`src/rtl/fetch_decode.sv`:
```
// Front-end of the 16-bit LC-3-style core: instruction pointer, single
// outstanding instruction fetch, and decode into the operand bundle consumed
// by execute over a valid/ready handshake. Execute can redirect fetch at any
// time. The {mode_flag, opcode} class is exposed as op_type because "type" is
// a reserved word.
module fetch_decode #(
  parameter logic [15:0] RESET_IP = 16'h3000
) (
  input  logic        clk,
  input  logic        rst,
  output logic        imem_req,
  output logic [15:0] imem_addr,
  input  logic        imem_rvalid,
  input  logic [15:0] imem_rdata,
  output logic        dec_valid,
  input  logic        dec_ready,
  output logic [15:0] inst,
  output logic [4:0]  op_type,
  output logic [2:0]  SR1,
  output logic [2:0]  SR2,
  output logic [2:0]  DR,
  output logic [15:0] imm,
  output logic        n,
  output logic        z,
  output logic        p,
  output logic [15:0] IP,
  input  logic        redirect,
  input  logic [15:0] redirect_ip
);

  typedef enum logic [1:0] {
    S_REQ   = 2'd0,
    S_WAIT  = 2'd1,
    S_VALID = 2'd2
  } state_t;

  typedef struct packed {
    logic [4:0]  typ;
    logic [2:0]  sr1;
    logic [2:0]  sr2;
    logic [2:0]  dr;
    logic [15:0] imm;
    logic [2:0]  nzp;
  } dec_t;

  state_t      state, state_nx;
  logic [15:0] pc, pc_nx;
  logic        discard, discard_nx;
  logic        started;
  logic        load;
  dec_t        dec_q;
  logic [15:0] inst_q;
  logic [15:0] ip_q;

  // Field extraction for one instruction word; unused fields stay zero.
  function automatic dec_t decode(input logic [15:0] w);
    dec_t d;
    d     = '0;
    d.typ = {1'b0, w[15:12]};
    case (w[15:12])
      4'b0001, 4'b0101: begin
        d.dr     = w[11:9];
        d.sr1    = w[8:6];
        d.typ[4] = w[5];
        if (w[5]) d.imm = {{11{w[4]}}, w[4:0]};
        else      d.sr2 = w[2:0];
      end
      4'b1001: begin
        d.dr  = w[11:9];
        d.sr1 = w[8:6];
      end
      4'b0000: begin
        d.nzp = w[11:9];
        d.imm = {{7{w[8]}}, w[8:0]};
      end
      4'b0010, 4'b1010, 4'b1110: begin
        d.dr  = w[11:9];
        d.imm = {{7{w[8]}}, w[8:0]};
      end
      4'b0011, 4'b1011: begin
        d.sr2 = w[11:9];
        d.imm = {{7{w[8]}}, w[8:0]};
      end
      4'b0110: begin
        d.dr  = w[11:9];
        d.sr1 = w[8:6];
        d.imm = {{10{w[5]}}, w[5:0]};
      end
      4'b0111: begin
        d.sr2 = w[11:9];
        d.sr1 = w[8:6];
        d.imm = {{10{w[5]}}, w[5:0]};
      end
      4'b1100: begin
        d.sr1 = w[8:6];
      end
      4'b0100: begin
        d.typ[4] = w[11];
        d.dr     = 3'd7;
        if (w[11]) d.imm = {{5{w[10]}}, w[10:0]};
        else       d.sr1 = w[8:6];
      end
      4'b1111: begin
        d.dr  = 3'd7;
        d.imm = {8'h00, w[7:0]};
      end
      default: begin
        // RTI and reserved carry only the opcode class
      end
    endcase
    return d;
  endfunction

  // Hold the first request off for one edge after reset release so imem_req
  // never rises combinationally with the reset deassertion.
  always_ff @(posedge clk or posedge rst) begin
    if (rst) started <= 1'b0;
    else     started <= 1'b1;
  end

  // Control state: FSM, fetch pointer and the drop-next-response flag.
  always_ff @(posedge clk or posedge rst) begin
    if (rst) begin
      state   <= S_REQ;
      pc      <= RESET_IP;
      discard <= 1'b0;
    end else begin
      state   <= state_nx;
      pc      <= pc_nx;
      discard <= discard_nx;
    end
  end

  // Next-state: redirect wins over every other event in every state.
  always_comb begin
    state_nx   = state;
    pc_nx      = pc;
    discard_nx = discard;
    load       = 1'b0;
    case (state)
      S_REQ: begin
        if (started) begin
          state_nx = S_WAIT;
          if (redirect) begin
            pc_nx      = redirect_ip;
            discard_nx = 1'b1;
          end
        end else if (redirect) begin
          pc_nx = redirect_ip;
        end
      end
      S_WAIT: begin
        if (imem_rvalid) begin
          if (redirect || discard) begin
            state_nx   = S_REQ;
            discard_nx = 1'b0;
            if (redirect) pc_nx = redirect_ip;
          end else begin
            load     = 1'b1;
            pc_nx    = pc + 16'd1;
            state_nx = S_VALID;
          end
        end else if (redirect) begin
          pc_nx      = redirect_ip;
          discard_nx = 1'b1;
        end
      end
      S_VALID: begin
        if (redirect) begin
          pc_nx    = redirect_ip;
          state_nx = S_REQ;
        end else if (dec_ready) begin
          state_nx = S_REQ;
        end
      end
      default: state_nx = S_REQ;
    endcase
  end

  // Decoded bundle register: captured once per accepted fetch response.
  always_ff @(posedge clk or posedge rst) begin
    if (rst) begin
      dec_q  <= '0;
      inst_q <= '0;
      ip_q   <= '0;
    end else if (load) begin
      dec_q  <= decode(imem_rdata);
      inst_q <= imem_rdata;
      ip_q   <= pc + 16'd1;
    end
  end

  assign imem_req  = (state == S_REQ) && started;
  assign imem_addr = imem_req ? pc : 16'h0000;
  assign dec_valid = (state == S_VALID);
  assign inst      = inst_q;
  assign op_type   = dec_q.typ;
  assign SR1       = dec_q.sr1;
  assign SR2       = dec_q.sr2;
  assign DR        = dec_q.dr;
  assign imm       = dec_q.imm;
  assign n         = dec_q.nzp[2];
  assign z         = dec_q.nzp[1];
  assign p         = dec_q.nzp[0];
  assign IP        = ip_q;

endmodule
```
`config.mk`:
```
export PLATFORM = sky130hd
export DESIGN_NAME = fetch_decode
export DESIGN_NICKNAME = d
export VERILOG_FILES = /design/src/rtl/fetch_decode.sv
export SDC_FILE = /design/constraint.sdc
export NUM_CORES = 1
export LEC_CHECK = 0
export ABC_AREA = 1
export ABC_CLOCK_PERIOD_IN_PS = 3510
export CAP_MARGIN = 0
export CORE_MARGIN = 4
export CORE_UTILIZATION = 52
export CTS_BUF_LIST = sky130_fd_sc_hd__clkbuf_16
export DETAILED_ROUTE_END_ITERATION = 6
export PLACE_DENSITY = 0.82
export RECOVER_POWER = 50
export SETUP_SLACK_MARGIN = 0.02
export SLEW_MARGIN = 20
export SYNTH_ARGS = -nofsm -noshare
export SYNTH_HDL_FRONTEND = slang
export SYNTH_SLANG_ARGS = --single-unit
export TNS_END_PERCENT = 1
```
`constraint.sdc`:
```
create_clock -name clk -period 3.51 [get_ports clk]
set_input_delay 0.702 -clock clk [delete_from_list [all_inputs] [get_ports clk]]
set_output_delay 0.702 -clock clk [all_outputs]
set_load 0.05 [all_outputs]
```
**Yosys cells after proc, flatten, opt, wreduce, memory -nomap -nowiden**

Cells that the tools add are included.

- Latch bits: 0
- Memory bits (read-only): 0
- Bits in registers: 85
- Input bits: 37
- RAM bits: 0
- Memories kept: 0

- Add/sub/neg operators: 1
- Reductions and logical operators: 16
- Muxes and demuxes: 29
- Shift operators: 0
- $lt $le $gt $ge: 0
- Bitwise operators: 0
- Div/mod/pow operators: 0
- Equality and inequality tests: 19
- $mul: 0

Operators by type and width:

| operator | count |
|---|---|
| $mux 16 | 6 |
| $pmux 16 s5 | 1 |
| $pmux 16 s2 | 1 |
| $eq 4x4->1 const B | 6 |
| $pmux 3 s2 | 3 |
| $add 16x1->16 const B | 1 |
| $eq 4x3->1 const B | 4 |
| $reduce_or 6->1 | 2 |
| $mux 2 | 5 |
| $mux 3 | 3 |
| $eq 4x2->1 const B | 2 |
| $reduce_or 2->1 | 4 |
| $mux 1 | 7 |
| $reduce_or 7->1 | 1 |
| $pmux 2 s3 | 1 |
| $reduce_and 3->1 | 2 |
| $eq 4x1->1 const B | 1 |
| $logic_not 4->1 | 1 |
| $ne 2x2->1 const B | 2 |
| $pmux 1 s2 | 2 |
| $reduce_bool 2->1 | 2 |
| $ne 3x1->1 const B | 1 |
| $ne 3x3->1 const B | 1 |
| $reduce_or 3->1 | 1 |
| other kinds (5) | 5 |

**Depth between registers and ports, before layout**

- Word-level depth: 4
- Depth in mapped cells: 9
- Gate-level depth less buffers: 9

**Worst setup path before layout**

Ideal clock, no wire load.

- Path kind: register to output
- From: reg state[0]
- To: out imem_addr[10]
- Setup slack: 1.238 ns
- Cell stages (with the launch flop): 6
- Data required time: 2.808 ns
- Arrival time: 1.570 ns
- Path buffers: 2
- Cell sequence: dfrtp_1 buf_4 nor2_1 nand2_1 buf_2 nor2_1

- Cells in the longest elaborated chain, start to end: 3

RTL lines:

| item | line | RTL |
|---|---|---|
| from (decl) | 46 | `state_t state, state_nx;` |
| from (signal assigned) | 128 | `state <= state_nx;` |
| $logic_not 2->1 | 193 | `assign imem_req = (state == S_REQ) && started;` |
| $logic_and 1x1->1 | 193 |  |
| $mux 16 | 194 | `assign imem_addr = imem_req ? pc : 16'h0000;` |
| to (decl) | 12 | `output logic [15:0] imem_addr,` |

Every way passes these cells.

**Final worst setup path**

- From: reg state[1]
- To: out imem_addr[3]

The elaborated chain is that of the path after synthesis.

==> flow_summary_export.csv <==
group,metric,value,unit
setup_path,critPathRequiredTime,2810,ps
clock_tree,insertion_delay,330,ps
timing,final.setup_skew,5.23,ps
power,p_leak,2.83,nW
drt,antenna_left,0,
timing,fmax,0.325,GHz
global_routing,grt_pass1_vias,4159,
worst_hold_path,hold_class,"flip-flop to flip-flop",
floorplan,die_w,98.5,µm
drt,via_per_inst,5.36,
synthesis,synth.net_count,631,
global_routing,grt_pass1_wl,20.3,mm
drt,drt_iter0_drc,370,
floorplan,dieHeight,98.5,µm
synthesis,syn_area_per_cell,7.18,µm²
final_layout,fin_area,0.00571,mm²
clock_tree,clock_path_buffers,2,
clock_tree,cts_hold_buf,0,
synthesis,async_flop_share,1.00,
clock_tree,htreeDepth,3,
run,maxCapViolations,1,
floorplan,coreArea,0.00785,mm²
setup_path,worstPathMaxFanout,17,
setup_path,cpMostUsedCell,"nor2_1",
power,combPwrFrac,0.542,
clock_tree,post_cts_buffers,0,
drt,drc,0,
synthesis,ys_seq_area_frac,0.447,
power,p_int,2.72,mW
setup_path,critPathKind,"flip-flop to primary output",
power,vdd_drop_max,0.592,mV
setup_path,slowest_stage,"clkdlybuf4s50_1",
clock_tree,cts_num_sinks,76,
clock_tree,numCtsBuffers,9,
synthesis,synth_edf_count,0,
power,power_density,948,mW/mm²
power,seq_power_share,0.281,
power,p_switching,2.69,mW
timing,finalSetupViolCount,0,
floorplan,initial_core_util,0.543,
global_routing,grt_max_degree,77,
timing,maxSlewHeadroom,-0.230,
setup_path,worstPathArrival,2370,ps
timing,finalSetupTns,0,ps
synthesis,ys_ff_latch,76,
final_layout,nNetsFinal,734,
clock_tree,tritoncts,"done",
clock_tree,cts-root-buf,"clkbuf_16",
final_layout,drive_gt1_frac,0.0471,
floorplan,rows,32,
timing,rsz0062_at_grt,"no",
run_status,violations,"capacitance limit, slew limit",
floorplan,pin_count,120,
final_layout,antenna_cells,0,
timing,fin_crit_sh,0.876,
timing,finalCriticalPeriod,3080,ps
clock_tree,clk_pin_slew,50,ps
final_layout,syn2layout_area_growth,34.1,%
global_routing,antenna_found_initial,0,
power,pwr-share-clk,0.178,
global_routing,track_usage,0.257,
synthesis,yosysWarnings,0,
synthesis,synthesis.area,0.00426,mm²
clock_tree,ctsResizeCount,0,
synthesis,synth_flop_cell,"dfrtp_1",
setup_path,startpoint_type,"flip-flop",
synthesis,synth.distinct_cells,32,
drt,via_count,4295,
final_layout,final_core_util,0.728,
setup_path,end_kind,"primary output",
place,port_buffers,119,
global_routing,grt_overflow,0,
place,gp_congestion,0.892,
drt,totalWireLength,12.3,mm
timing,final_hold_viol_count,0,
timing,tightest_slew,1850,ps
timing,drv_slew,77,
setup_path,cpPeakStageDelay,830,ps
floorplan,dieArea,0.00970,mm²
synthesis,synthCells,593,
drt,wl_per_cell,15.4,µm
timing,whs,469,ps
place,place_area,0.00544,mm²
setup_path,crit_chain,"nor2_1, nand2_1, nor2_1, clkdlybuf4s50_1",
power,netSwitchingFraction,0.497,
drt,firstDrtPassIters,5,
run_status,status,"complete, but fails checks",
final_layout,nFillCells,638,
place,hpwl,8.69,mm
-- per-layer routing --
layer | GRT usage | part of all wire
met2 | 0.418 | 0.49
met3 | 0.0467 | 0.070
met1 | 0.349 | 0.42
met4 | 0.0851 | 0.020
met5 | 0 | 0
-- path summary, 6_finish.rpt --
| path | endpoint | startpoint | slack, ps | cells after the start |
|---|---|---|---|---|
| max in group asynchronous | IP[2] | rst | 950 | 3 |
| min | inst[1] | inst[1] | 470 | 2 |
| max reg2reg | pc[2] | state[0] | 900 | 7 |
| min in group asynchronous | IP[12] | rst | 1460 | 3 |
| min reg2reg | inst[1] | inst[1] | 470 | 2 |
| max | imem_addr[3] | state[1] | 430 | 4 |
-- kinds of logic (layout without fill, tap and decap cells) --
group                    after synthesis  in the layout  synth area share
AO/OA/AOI/OAI                         75             75            0.0987
XOR/XNOR                               6              6            0.0123
adder cells (fa/ha/maj)                1              1           0.00294
buffers and inverters                 87            194            0.0926
flip-flops                            76             76             0.447
other                                  1              1          0.000881
AND/OR/NAND/NOR                      347            347             0.345
-- through the flow --
stage | setup WS (ps) | total power [mW] | instances
CTS | 403 | 5.50 | 802
detailed placement | 626 | 4.53 | 787
global route | 226 | 5.68 | 802
global placement | 746 | 4.47 | 787
finish | 435 | 5.41 | 802
floorplan | 873 | 3.57 | 593
-- cell usage after synthesis, types with 2 or more instances --
master / count / area [µm²]
nand2_1: 229 / 860
inv_2: 3 / 11.3
dfrtp_1: 74 / 1850
o21ai_1: 11 / 55.1
dfstp_2: 2 / 52.6
nand2_2: 4 / 25.0
inv_1: 53 / 199
nor2_1: 51 / 191
clkbuf_1: 5 / 18.8
nor2_2: 3 / 18.8
buf_2: 12 / 60.1
a31oi_1: 5 / 31.3
buf_4: 14 / 105
nand3_1: 41 / 205
nand4_1: 11 / 68.8
nor2_4: 3 / 33.8
xor2_1: 6 / 52.6
a21oi_1: 16 / 80.1
o211ai_1: 10 / 75.1
o21ai_0: 28 / 140
-- layout by cell type, fill, tap and decap left out, drive strengths merged, types with 2 or more instances in the layout --
cell type / Yosys / layout
o211ai: 10 / 10
xor2: 6 / 6
inv: 56 / 56
bufinv: 0 / 2
buf: 26 / 2
dfstp: 2 / 2
nand3: 42 / 42
nand4: 11 / 11
a21oi: 16 / 16
nand2: 233 / 233
nor2: 58 / 58
o21ai: 39 / 39
dlygate4sd3: 0 / 37
dfrtp: 74 / 74
clkinv: 0 / 4
clkbuf: 5 / 11
a31oi: 5 / 5
clkdlybuf4s50: 0 / 82
-- critical path, delay by kind of cell, from the launching register on --
family	cells	cell delay, ps
buf+inv	1	830
flops	1	470
simple gates	3	740
-- power by group through the flow --
stage	Clock (mW)	Combinational, mW	Sequential (mW)
floorplan	0	1.13	2.44
global placement	0	2.95	1.52
detailed placement	0	2.99	1.53
CTS	0.966	3.01	1.53
global route	1.01	3.11	1.57
finish	0.962	2.93	1.52
-- final cells by class --
| cell class | count | area [µm²] | share of cell area |
|---|---|---|---|
| clock buffers | 9 | 225 | 0.0394 |
| repair buffers | 123 | 1210 | 0.213 |
| inverters | 56 | 210 | 0.0368 |
| well taps | 102 | 128 | 0.0223 |
| clock inverters | 6 | 81.3 | 0.0142 |
| flip-flops and latches | 76 | 1900 | 0.333 |
| multi-input cells | 430 | 1950 | 0.341 |
-- flip-flops by register name (all words and copies together), names as in the netlist --
| name | count |
|---|---|
| pc | 16 |
| inst | 12 |
| started | 1 |
| z | 1 |
| imm | 11 |
| discard | 1 |
| SR2 | 3 |
| IP | 16 |
| n | 1 |
| p | 1 |
| DR | 3 |
| SR1 | 3 |
| op_type | 5 |
| state | 2 |
Power figures use the tool's default switching activity.
